File: src/rtl/pipe_hazard_ctrl_pkg.sv
// Shared pipeline definitions: sequencer state encoding, NOP word, register-zero index.
// Latency: n/a (types and constants only).
// Backpressure: n/a.
package pipe_hazard_ctrl_pkg;

    typedef enum logic [1:0] {
        ST_INIT     = 2'd0,
        ST_RUN      = 2'd1,
        ST_MEM_WAIT = 2'd2
    } hz_state_t;

    // Instruction word IF/ID loads when flushed.
    localparam logic [31:0] NOP_INSTR = 32'hFC000000;

    // Writes to register zero never create a dependency.
    localparam logic [4:0] REG_ZERO = 5'd0;

    // Load in ID/EX whose destination is read by the instruction in IF/ID.
    function automatic logic load_use_hazard(
        input logic       memread,
        input logic [4:0] ex_rt,
        input logic [4:0] id_rs,
        input logic [4:0] id_rt,
        input logic       id_uses_rt
    );
        return memread && (ex_rt != REG_ZERO) &&
               ((ex_rt == id_rs) || (id_uses_rt && (ex_rt == id_rt)));
    endfunction

endpackage

File: src/rtl/pipe_hazard_ctrl_sat_counter.sv
// Saturating up-counter with synchronous clear (clear beats increment).
// Latency: count visible one cycle after the increment/clear request.
// Backpressure: none; holds at all-ones instead of wrapping.
module pipe_hazard_ctrl_sat_counter #(
    parameter int W = 16
) (
    input  logic         clk_i,
    input  logic         rst_i,
    input  logic         clr_i,
    input  logic         inc_i,
    output logic [W-1:0] cnt_o
);

    logic [W-1:0] cnt_q;

    // Clear first, then increment unless already saturated.
    always_ff @(posedge clk_i or posedge rst_i) begin
        if (rst_i) begin
            cnt_q <= '0;
        end else if (clr_i) begin
            cnt_q <= '0;
        end else if (inc_i && (cnt_q != {W{1'b1}})) begin
            cnt_q <= cnt_q + W'(1);
        end
    end

    assign cnt_o = cnt_q;

endmodule

File: src/rtl/pipe_hazard_ctrl.sv
// Stall/flush sequencer for the 5-stage pipeline: load-use, redirect and data-memory waits.
// Latency: control outputs are combinational from state and inputs; counters lag one cycle.
// Backpressure: freezes PC/IF/ID/MEM while memory is busy; aborts after MEM_TIMEOUT wait cycles.
module pipe_hazard_ctrl
    import pipe_hazard_ctrl_pkg::*;
#(
    parameter int CNT_W       = 16,
    parameter int TO_W        = 8,
    parameter int MEM_TIMEOUT = 200
) (
    input  logic             clk_i,
    input  logic             rst_i,
    input  logic [4:0]       ifid_rs_i,
    input  logic [4:0]       ifid_rt_i,
    input  logic             ifid_uses_rt_i,
    input  logic             idex_memread_i,
    input  logic [4:0]       idex_rt_i,
    input  logic             branch_taken_i,
    input  logic             jump_i,
    input  logic             dmem_req_i,
    input  logic             dmem_ack_i,
    input  logic             cnt_clr_i,
    output logic             pc_we_o,
    output logic             ifid_we_o,
    output logic             ifid_flush_o,
    output logic             idex_flush_o,
    output logic             mem_hold_o,
    output logic             mem_abort_o,
    output logic             err_o,
    output logic [CNT_W-1:0] stall_cnt_o,
    output logic [CNT_W-1:0] flush_cnt_o
);

    localparam logic [TO_W-1:0] TO_LIMIT = TO_W'(MEM_TIMEOUT);

    hz_state_t       state_q, state_d;
    logic [TO_W-1:0] to_q, to_d;
    logic            err_q;
    logic            err_set;
    logic            lu;
    logic            redirect;
    logic            redirect_fire;
    logic            stall_inc;

    // Hazard terms shared by RUN and the ack cycle of MEM_WAIT; a stall masks a redirect
    // because ID re-evaluates the branch on the next cycle.
    always_comb begin
        lu       = load_use_hazard(idex_memread_i, idex_rt_i, ifid_rs_i, ifid_rt_i, ifid_uses_rt_i);
        redirect = (branch_taken_i || jump_i) && !lu;
    end

    // Next-state and control outputs; reset forces NOPs into IF/ID and ID/EX.
    always_comb begin
        state_d       = state_q;
        to_d          = to_q;
        err_set       = 1'b0;
        pc_we_o       = 1'b0;
        ifid_we_o     = 1'b0;
        ifid_flush_o  = 1'b0;
        idex_flush_o  = 1'b0;
        mem_hold_o    = 1'b0;
        mem_abort_o   = 1'b0;
        redirect_fire = 1'b0;

        case (state_q)
            ST_INIT: begin
                ifid_flush_o = 1'b1;
                idex_flush_o = 1'b1;
                state_d      = ST_RUN;
            end
            ST_RUN: begin
                if (dmem_req_i && !dmem_ack_i) begin
                    mem_hold_o = 1'b1;
                    state_d    = ST_MEM_WAIT;
                    to_d       = TO_W'(1);
                end else begin
                    pc_we_o       = !lu;
                    ifid_we_o     = !lu;
                    idex_flush_o  = lu;
                    ifid_flush_o  = redirect;
                    redirect_fire = redirect;
                end
            end
            ST_MEM_WAIT: begin
                if (dmem_ack_i) begin
                    pc_we_o       = !lu;
                    ifid_we_o     = !lu;
                    idex_flush_o  = lu;
                    ifid_flush_o  = redirect;
                    redirect_fire = redirect;
                    state_d       = ST_RUN;
                    to_d          = '0;
                end else if (to_q == TO_LIMIT) begin
                    mem_abort_o = 1'b1;
                    err_set     = 1'b1;
                    state_d     = ST_RUN;
                    to_d        = '0;
                end else begin
                    mem_hold_o = 1'b1;
                    to_d       = to_q + TO_W'(1);
                end
            end
            default: begin
                state_d = ST_INIT;
                to_d    = '0;
            end
        endcase

        if (rst_i) begin
            pc_we_o       = 1'b0;
            ifid_we_o     = 1'b0;
            ifid_flush_o  = 1'b1;
            idex_flush_o  = 1'b1;
            mem_hold_o    = 1'b0;
            mem_abort_o   = 1'b0;
            redirect_fire = 1'b0;
            err_set       = 1'b0;
        end
    end

    // State, timeout counter and sticky error register.
    always_ff @(posedge clk_i or posedge rst_i) begin
        if (rst_i) begin
            state_q <= ST_INIT;
            to_q    <= '0;
            err_q   <= 1'b0;
        end else begin
            state_q <= state_d;
            to_q    <= to_d;
            if (err_set) begin
                err_q <= 1'b1;
            end
        end
    end

    assign err_o     = err_q;
    assign stall_inc = (state_q != ST_INIT) && !pc_we_o;

    pipe_hazard_ctrl_sat_counter #(.W(CNT_W)) u_stall_cnt (
        .clk_i (clk_i),
        .rst_i (rst_i),
        .clr_i (cnt_clr_i),
        .inc_i (stall_inc),
        .cnt_o (stall_cnt_o)
    );

    pipe_hazard_ctrl_sat_counter #(.W(CNT_W)) u_flush_cnt (
        .clk_i (clk_i),
        .rst_i (rst_i),
        .clr_i (cnt_clr_i),
        .inc_i (redirect_fire),
        .cnt_o (flush_cnt_o)
    );

endmodule

File: config.mk
export PLATFORM = sky130hd
export DESIGN_NAME = pipe_hazard_ctrl
export DESIGN_NICKNAME = d
export VERILOG_FILES = /design/src/rtl/pipe_hazard_ctrl_pkg.sv /design/src/rtl/pipe_hazard_ctrl_sat_counter.sv /design/src/rtl/pipe_hazard_ctrl.sv
export SDC_FILE = /design/constraint.sdc
export NUM_CORES = 1
export LEC_CHECK = 0
export BUFFER_PORTS_ARGS = -buffer_cell sky130_fd_sc_hd__buf_2
export CAP_MARGIN = 20
export CORE_MARGIN = 4
export CORE_UTILIZATION = 50
export CTS_BUF_LIST = sky130_fd_sc_hd__clkbuf_4
export CTS_CLUSTER_DIAMETER = 60
export CTS_CLUSTER_SIZE = 28
export DETAILED_ROUTE_END_ITERATION = 8
export PLACE_DENSITY = 0.75
export SETUP_SLACK_MARGIN = 0.15
export SLEW_MARGIN = 40
export SYNTH_ARGS = -nofsm -noshare
export SYNTH_HDL_FRONTEND = slang
export SYNTH_SLANG_ARGS = --single-unit
File: constraint.sdc
create_clock -name clk_i -period 3.1 [get_ports clk_i]
set_clock_uncertainty 0.05 [all_clocks]
set_input_delay 0.465 -clock clk_i [delete_from_list [all_inputs] [get_ports clk_i]]
set_output_delay 0.465 -clock clk_i [all_outputs]
set_load 0.02 [all_outputs]
==> impl_metrics.env <==
export IMPL_die_w_um=81.4
export IMPL_clkSinkCount=43
export IMPL_cts_buffers=5
export IMPL_pwr_share_comb_pct=37.6
export IMPL_drive_gt1_share_pct=26.9
export IMPL_vias_per_cell=5.93
export IMPL_wl_met1_um=2900
export IMPL_grt_pass1_wl_um=10700
export IMPL_dr_wl_met2_um=3130
export IMPL_crit_top_cell="inv_1"
export IMPL_cp_num_buf_inv=3
export IMPL_finalCritPeriodShare_pct=86.2
export IMPL_final_hold_viol_count=0
export IMPL_grt_max_degree=47
export IMPL_crit_type="flop to primary output"
export IMPL_setup_viol=0
export IMPL_syn_num_nets=322
export IMPL_rows=26
export IMPL_tns_ps=0
export IMPL_track_usage_pct=20.4
export IMPL_ys_ff_latch=43
export IMPL_max_freq_mhz=374
export IMPL_drt_iter0_drc=176
export IMPL_pwr_share_seq_pct=39.9
export IMPL_p_switching_uw=622
export IMPL_drt_wl_total_um=6400
export IMPL_dr_total_vias=2508
export IMPL_synth_edff_count=0
export IMPL_clock_path_buffers=2
export IMPL_first_pass_iters=4
export IMPL_outcome="finished, final reports clean"
export IMPL_critPathMaxFanout=9
export IMPL_grt_setup_unrepaired="no"
export IMPL_yosys_warnings=0
export IMPL_crit_path_cell_trace="inv_1 > ha_1 > inv_1 > o21ai_1 > and3_2 > o21a_4 > buf_2"
export IMPL_routedWlPerCell_um=15.1
export IMPL_cts_root_buf="clkbuf_4"
export IMPL_path_clk_slew_ps=130
export IMPL_crit_required_ps=2580
export IMPL_powerDensity_nw_per_um2=506
export IMPL_die_y_um=81.4
export IMPL_power_share_switching_pct=39.0
export IMPL_vdd_drop_max_v=0.000399
export IMPL_relSlewSlack_pct=50.9
export IMPL_async_flop_share_pct=100
export IMPL_syn_area_um2=2690
export IMPL_ctsHtreeMaxLevel=2
export IMPL_die_area_um2=6620
export IMPL_synth_cell_type_count=51
export IMPL_cts_tree="built"
export IMPL_critPathLaunchType="flop"
export IMPL_core_area_um2=5170
export IMPL_cp_end_kind="primary output"
export IMPL_critPathTopFamily="compound AO/OA/AOI/OAI gates"
export IMPL_synth_cells=290
export IMPL_overflow=0
export IMPL_critPathSlowestCell="dfrtp_1"
export IMPL_slew_violations=0
export IMPL_critical_path_max_stage_delay_ps=430
export IMPL_ant_nets=0
export IMPL_synth_avg_cell_area_um2=9.28
export IMPL_cap_violations=0
export IMPL_critPathArrivalTime_ps=2160
export IMPL_initial_utilization_pct=52.0
export IMPL_p_total_uw=1600
export IMPL_tightest_slew_ps=734
export IMPL_synth_ff_type="dfrtp_1"
export IMPL_p_leak_uw=0.00142
export IMPL_nets=385
export IMPL_ios=63
export IMPL_clock_latency_ps=360
export IMPL_yosysSeqAreaShare_pct=40.0
export IMPL_diodes=0
export IMPL_dp_hpwl_um=4390
export IMPL_dr_wl_met3_um=301
export IMPL_p_int_uw=974
export IMPL_clkPwrFrac_pct=22.5
export IMPL_grt_pass1_vias=2330
export IMPL_io_buffers=62
export IMPL_highest_layer="met4"
export IMPL_worstHoldPathType="input port to asynchronous set/reset pin"
export IMPL_antenna_found_initial=0
export IMPL_layout_min_cycle_time_ps=2670
export IMPL_place_gp_congestion=0.849
export IMPL_syn_to_final_growth_pct=17.2
export IMPL_drc_errors=0
per-stage QoR:
step | util, % | hold slack, ps | cells | setup WS, ps | instance area, um^2
final | 61.0 | 249 | 423 | 429 | 3150
after detailed placement | 58.7 | 419 | 411 | 423 | 3040
after global routing | 61.0 | 284 | 423 | 241 | 3150
after CTS | 60.4 | 257 | 419 | 163 | 3120
after floorplan | - | 424 | 290 | 392 | 2700
after global placement | 58.7 | 400 | 411 | 488 | 3040
sequential cells by signal, summed over array words and instances, names as in the netlist:
signal             count
u_stall_cnt.cnt_o     16
to_q                   8
err_o                  1
u_flush_cnt.cnt_o     16
state_q                2
layout by cell type (no fill, tap or decap), types with 4 or more instances in the layout:
cell       n
o21ai_0   13
inv_1     10
xor2_1    16
nor2b_1    6
nand4_1    9
or3_1      7
nand3_1   13
and3_1     4
dfrtp_1   43
nand2_1   16
buf_2     62
ha_1       8
buf_4      5
nor2_1    26
or4_1     14
a21oi_1   27
nor3_1     6
clkbuf_4   6
o31ai_1   14
synthesized netlist by cell type (all sizes together) (6+ instances only):
library cell  instances  share of area [%]
dfrtp                43                 40
a21oi                27                5.0
nor2                 26                3.6
nand2                16                2.2
xor2                 16                5.2
o21ai                15                3.2
or4                  15                4.3
o31ai                14                3.9
nand3                13                2.4
inv                  11                1.5
nand4                 9                2.1
ha                    8                3.7
clkbuf                7               0.98
or3                   7                1.6
mux2                  6                2.5
nor2b                 6                1.4
nor3                  6                1.1
nor4                  6                2.4
tightest hold or removal path, stage by stage:
cell and delay [ps]:
buf_2 130, clkinvlp_4 70, buf_4 480
power groups by stage:
stage / registers [uW] / logic (uW) / clock network (uW)
after floorplan: 661 / 418 / 0
after global placement: 647 / 551 / 0
after detailed placement: 648 / 564 / 0
after CTS: 637 / 578 / 368
after global routing: 645 / 670 / 393
final: 637 / 600 / 359
cell type report:
| type | instances | area, um^2 |
|---|---|---|
| repair buffers | 67 | 348 |
| well taps | 70 | 87.6 |
| fillers | 478 | 2020 |
| inverters | 11 | 45.0 |
| multi-input cells | 225 | 1520 |
| clock buffers | 6 | 45.0 |
| clock inverters | 1 | 30.0 |
| flip-flops and latches | 43 | 1080 |
worst paths after layout:
path / startpoint / to / slack (ps) / cells after the start
max: state_q[1] / pc_we_o / 430 / 7
max reg2reg: state_q[1] / u_flush_cnt.cnt_o[13] / 450 / 8
max in group asynchronous: rst_i / state_q[0] / 2350 / 3
min reg2reg: err_o / err_o / 440 / 1
min: rst_i / to_q[6] / 250 / 3
min in group clk_i: dmem_req_i / state_q[1] / 390 / 3
layer usage:
metal / up-vias / global-route usage (%)
met5: - / 0
met4: 0 / 5.74
met3: 8 / 4.21
met2: 57 / 34.9
met1: 1232 / 26.0
li1: 1211 / -
kinds of logic after synthesis:
kind of cell	Yosys count	share of synthesized area, %
compound gates	73	18.5
xor+xnor	17	5.53
fa+ha+maj	8	3.72
buf+inv	23	3.86
flops	43	40.0
mux	7	2.88
simple gates	119	25.5
timing repair:
| item | in CTS | in global routing |
|---|---|---|
| setup buffers | 0 | 4 |
| endpoints found under the setup margin | 2 | 9 |
| cloned | 1 | 0 |
| pin swaps | 0 | 0 |
| gates resized for setup | 0 | 2 |
| hold buffers | 0 | 0 |
Power figures use the tool's default switching activity.
